**config.mk**
```make
export PLATFORM = sky130hd
export DESIGN_NAME = qbus_master
export DESIGN_NICKNAME = d
export VERILOG_FILES = /design/src/rtl/qbus_master.sv
export SDC_FILE = /design/constraint.sdc
export NUM_CORES = 1
export LEC_CHECK = 0
export CORE_AREA = 2 2 84 86
export DETAILED_ROUTE_END_ITERATION = 10
export DIE_AREA = 0 0 86 88
export DONT_BUFFER_PORTS = 1
export PLACE_DENSITY = 0.6
export SLEW_MARGIN = 20
export SYNTH_ARGS = -nofsm -noshare
export SYNTH_HDL_FRONTEND = slang
export SYNTH_SLANG_ARGS = --single-unit
```
**constraint.sdc**
```tcl
create_clock -name clk -period 1.7 [get_ports clk]
set_clock_uncertainty 0.15 [all_clocks]
set_input_delay 0.085 -clock clk [delete_from_list [all_inputs] [get_ports clk]]
set_output_delay 0.085 -clock clk [all_outputs]
set_load 0.05 [all_outputs]
```
**src/rtl/qbus_master.sv**
```systemverilog
// QBUS-style single-master bus cycle sequencer: host request/response in, SYNC/DIN/DOUT cycles out.
// Defining QBM_TIMEOUT_EN adds an RPLY wait limit of TIMEOUT cycles over DATA and RELEASE.
module qbus_master #(
  parameter int unsigned TIMEOUT = 64
) (
  input  logic        clk,
  input  logic        reset_n,
  input  logic        req_valid,
  output logic        req_ready,
  input  logic [15:0] req_addr,
  input  logic [15:0] req_wdata,
  input  logic        req_we,
  input  logic        req_byte,
  output logic        rsp_valid,
  output logic [15:0] rsp_rdata,
  output logic        rsp_err,
  output logic        SYNC,
  output logic        DIN,
  output logic        DOUT,
  output logic        WTBT,
  output logic [15:0] addr_o,
  output logic [15:0] data_o,
  input  logic [15:0] data_i,
  input  logic        RPLY
);

  localparam logic [1:0] IDLE    = 2'd0;
  localparam logic [1:0] ADDR    = 2'd1;
  localparam logic [1:0] DATA    = 2'd2;
  localparam logic [1:0] RELEASE = 2'd3;

  if (TIMEOUT < 1 || TIMEOUT > 255) begin : g_bad_timeout
    $error("qbus_master: TIMEOUT must be in 1..255");
  end

  logic [1:0]  state;
  logic        lat_we;
  logic        lat_byte;
  logic [15:0] lat_addr;
  logic [15:0] lat_wdata;
  logic        handshake;
  logic        misaligned;
  logic        tmo_hit;
  logic [15:0] rd_capture;

  assign req_ready  = (state == IDLE);
  assign handshake  = req_valid & req_ready;
  assign misaligned = ~req_byte & req_addr[0];

  assign SYNC   = (state != IDLE);
  assign DIN    = (state == DATA) & ~lat_we;
  assign DOUT   = (state == DATA) & lat_we;
  assign WTBT   = lat_byte;
  assign addr_o = lat_addr;
  assign data_o = lat_wdata;

  // Byte reads return the addressed lane right-justified.
  always_comb begin
    rd_capture = data_i;
    if (lat_byte) begin
      rd_capture = lat_addr[0] ? {8'h00, data_i[15:8]} : {8'h00, data_i[7:0]};
    end
  end

`ifdef QBM_TIMEOUT_EN
  localparam logic [7:0] TimeoutCnt = 8'(TIMEOUT);
  logic [7:0] tmo_cnt;

  assign tmo_hit = ((state == DATA) || (state == RELEASE)) && (tmo_cnt + 8'd1 == TimeoutCnt);

  always_ff @(posedge clk or negedge reset_n) begin
    if (!reset_n) begin
      tmo_cnt <= 8'd0;
    end else if (state == ADDR) begin
      tmo_cnt <= 8'd0;
    end else if ((state == DATA) || (state == RELEASE)) begin
      tmo_cnt <= tmo_cnt + 8'd1;
    end
  end
`else
  assign tmo_hit = 1'b0;
`endif

  always_ff @(posedge clk or negedge reset_n) begin
    if (!reset_n) begin
      state     <= IDLE;
      lat_we    <= 1'b0;
      lat_byte  <= 1'b0;
      lat_addr  <= 16'h0000;
      lat_wdata <= 16'h0000;
      rsp_valid <= 1'b0;
      rsp_err   <= 1'b0;
      rsp_rdata <= 16'h0000;
    end else begin
      rsp_valid <= 1'b0;
      rsp_err   <= 1'b0;
      if (tmo_hit) begin
        state     <= IDLE;
        rsp_valid <= 1'b1;
        rsp_err   <= 1'b1;
      end else begin
        case (state)
          IDLE: begin
            if (handshake) begin
              lat_we    <= req_we;
              lat_byte  <= req_byte;
              lat_addr  <= req_addr;
              // Odd byte writes drive the high lane; replicate so either lane is correct.
              lat_wdata <= (req_byte & req_addr[0]) ? {req_wdata[7:0], req_wdata[7:0]}
                                                    : req_wdata;
              if (misaligned) begin
                rsp_valid <= 1'b1;
                rsp_err   <= 1'b1;
              end else begin
                state <= ADDR;
              end
            end
          end
          ADDR: state <= DATA;
          DATA: begin
            if (RPLY) begin
              state <= RELEASE;
              if (!lat_we) rsp_rdata <= rd_capture;
            end
          end
          RELEASE: begin
            if (!RPLY) begin
              state     <= IDLE;
              rsp_valid <= 1'b1;
            end
          end
          default: state <= IDLE;
        endcase
      end
    end
  end

endmodule

```
==> run summary <==
total power draw = 7.53 mW
post-synthesis sequential area ratio = 59.9%
Worst setup EP type = primary output
global-route usage over all layers = 14.5%
Die ar. = 0.00757 mm2
Worst VDD drop = 0.891 mV
mapped cell area = 0.00226 mm2
Max Cap Viol = 0
Routed WL = 5390 um
maximum clock path buffer count = 2
drt wl/cell = 14.8 um
commonest cells after routing, fill and taps aside = 54 x dfrtp_1, 53 x dlygate4sd3_1, 46 x buf_4
Fmax = 0.607 GHz
Buffers on Ports = 0
Warnings, synthesis = 0
Worst-Margin Slew = 491 ps
critical path type = reg -> out
Post-Syn Nets = 239
drc violations = 0
TritonCTS clock tree = done
Unique masters post-synth = 19
Inst Count DP = 303
clk slew on worst S/H paths = 90 ps
diodes inserted = 0
Setup crit start kind = register
number of setup violations in the final report = 0
PwrDens = 2200 mW/mm2
share of layout cells above drive strength 1 = 24.9%
Yosys reg bits = 54
final worst path period need = 1650 ps
largest net degree at the start of global routing = 55
via count = 1,657
H-tree Lvls = 2
post-route core utilization = 51.4%
crit path max fanout = 4
critical path arrival = 1410 ps
Filler cells = 583
final cell count without fillers = 365
P_leak = 1.63 nW
combinational share of power = 55.6%
sequential share of power = 33.1%
Post-synth EDFFs = 0
Ports = 109
clk_lat worst skew = 300 ps
Sw Pwr = 3.80 mW
R2R setup slack = 90 ps
clk root buf = clkbuf_8
post-route ant nets = 0
commonest non-fill, non-tap cell in the layout = dfrtp_1
dpl hpwl = 3490 um
CP max stage delay = 390 ps
total gr overflow = 0
nets@finish = 341
antenna violations before repair = 0
CP Cell Sequence = inv_2 -> ha_1 -> and2b_2 -> buf_4
placed inst area = 0.00274 mm2
internal power = 3.73 mW
die width = 86 um
DR iter-0 viols = 26
syn avg cell area = 12.4 um2
status = completed
CTS sink count = 54
Rel. slew slack = 67.3%
clock power share = 11.3%
final period utilization = 96.8%
Num CTS Buffers = 5
Tightest Hold Check Type = in -> reg
Starting Density = 34.0%
area grow syn2layout = 51.4%
Main synth FF type = dfrtp_1
Rows = 30
fin area = 0.00342 mm2
Async S/R FF share, synth = 100%
Via density = 4.54
Slew Limit Fails = 0
final hold vios = 0
drt pass-1 iters = 2
first-pass GRT wire length = 8540 um
Core ar. = 0.00664 mm2
worst-path cell with the longest stage delay = dfrtp_1
Post-Synthesis Cells = 182
vias in the first global route = 1,694
Post-CTS Setup Repair Bufs = 0
RSZ-0062 raised after global routing = true
Switching Share = 50.4%
WP data required = 1460 ps
Die Ht = 88 um
routability cong. = 0.718
==> per-layer routing <==
metal  vias to the layer above  track usage (%)  part of all wire (%)
met4                         0             3.46                  0.85
met2                        75             25.8                    49
li1                        820                -                     -
met5                         -                0                     0
met3                         6             5.66                    11
met1                       756             16.4                    40
==> cell type report <==
| class | count | area [um2] | share of cell area [%] |
|---|---|---|---|
| clock inverters | 2 | 37.5 | 1.10 |
| repair buffers | 103 | 963 | 28.2 |
| multi-input cells | 116 | 872 | 25.5 |
| clock buffers | 6 | 72.6 | 2.12 |
| inverters | 4 | 18.8 | 0.549 |
| flip-flops and latches | 54 | 1350 | 39.6 |
| well taps | 80 | 100 | 2.93 |
==> power groups by stage <==
stage                     clock [mW]  combinational [mW]  sequential (mW)
after floorplan                    0                1.22             4.16
after global placement             0                3.98             2.49
after detailed placement           0                4.03             2.52
after CTS                      0.891                4.17             2.49
after global routing           0.934                4.43             2.58
final                          0.849                4.18             2.50
==> cells by family after synthesis <==
family | Yosys count | synth area share, %
buf+inv | 12 | 2.38
mux | 43 | 20.6
fa+ha+maj | 3 | 1.66
flops | 54 | 59.9
compound gates | 28 | 6.77
simple gates | 42 | 8.71
==> per-stage QoR <==
step / hold WS [ps] / setup slack [ps] / TNS (ps)
2_1_floorplan: -361 / -145 / -145
4_1_cts: 101 / 36.3 / 0
5_1_grt: 123 / -19.1 / -53.4
3_3_place_gp: -359 / 119 / 0
6_report: 96.7 / 53.8 / 0
3_5_place_dp: -359 / 49.4 / 0
==> flip-flops by register name, summed over array words and instances, names as in the netlist <==
signal,flops
WTBT,1
addr_o,16
data_o,16
lat_we,1
rsp_err,1
rsp_rdata,16
rsp_valid,1
state,2
==> worst max-delay path: cells and delay by family (launching register included) <==
| family | cells | cell delay [ps] |
|---|---|---|
| buf+inv | 2 | 250 |
| fa+ha+maj | 1 | 240 |
| simple gates | 1 | 220 |
| flops | 1 | 390 |
==> synthesized netlist by cell type (all sizes together), types with 2 or more instances <==
cell	instances	share of area [%]
mux2i	16	7.1
o21ai	24	5.3
buf	7	1.6
dfrtp	54	60
nand2	28	5.0
mux2	27	13
inv	4	0.67
ha	3	1.7
and2	2	0.55
nor2	2	0.33
a21oi	2	0.44
nand2b	9	2.5
==> final timing paths <==
path,startpoint,end,depth (start not counted)
min,req_byte,data_o[13],3
max,state[0],DIN,4
min reg2reg,data_o[1],data_o[1],1
min in group asynchronous,reset_n,rsp_rdata[10],2
max reg2reg,state[1],state[1],6
max in group asynchronous,reset_n,addr_o[4],2
==> repair_timing <==
action,CTS,global route
hold buffers,54,0
resized for setup,0,1
setup endpoints to repair,0,3
hold endpoints to repair,108,0
Power figures use the tool's default switching activity.
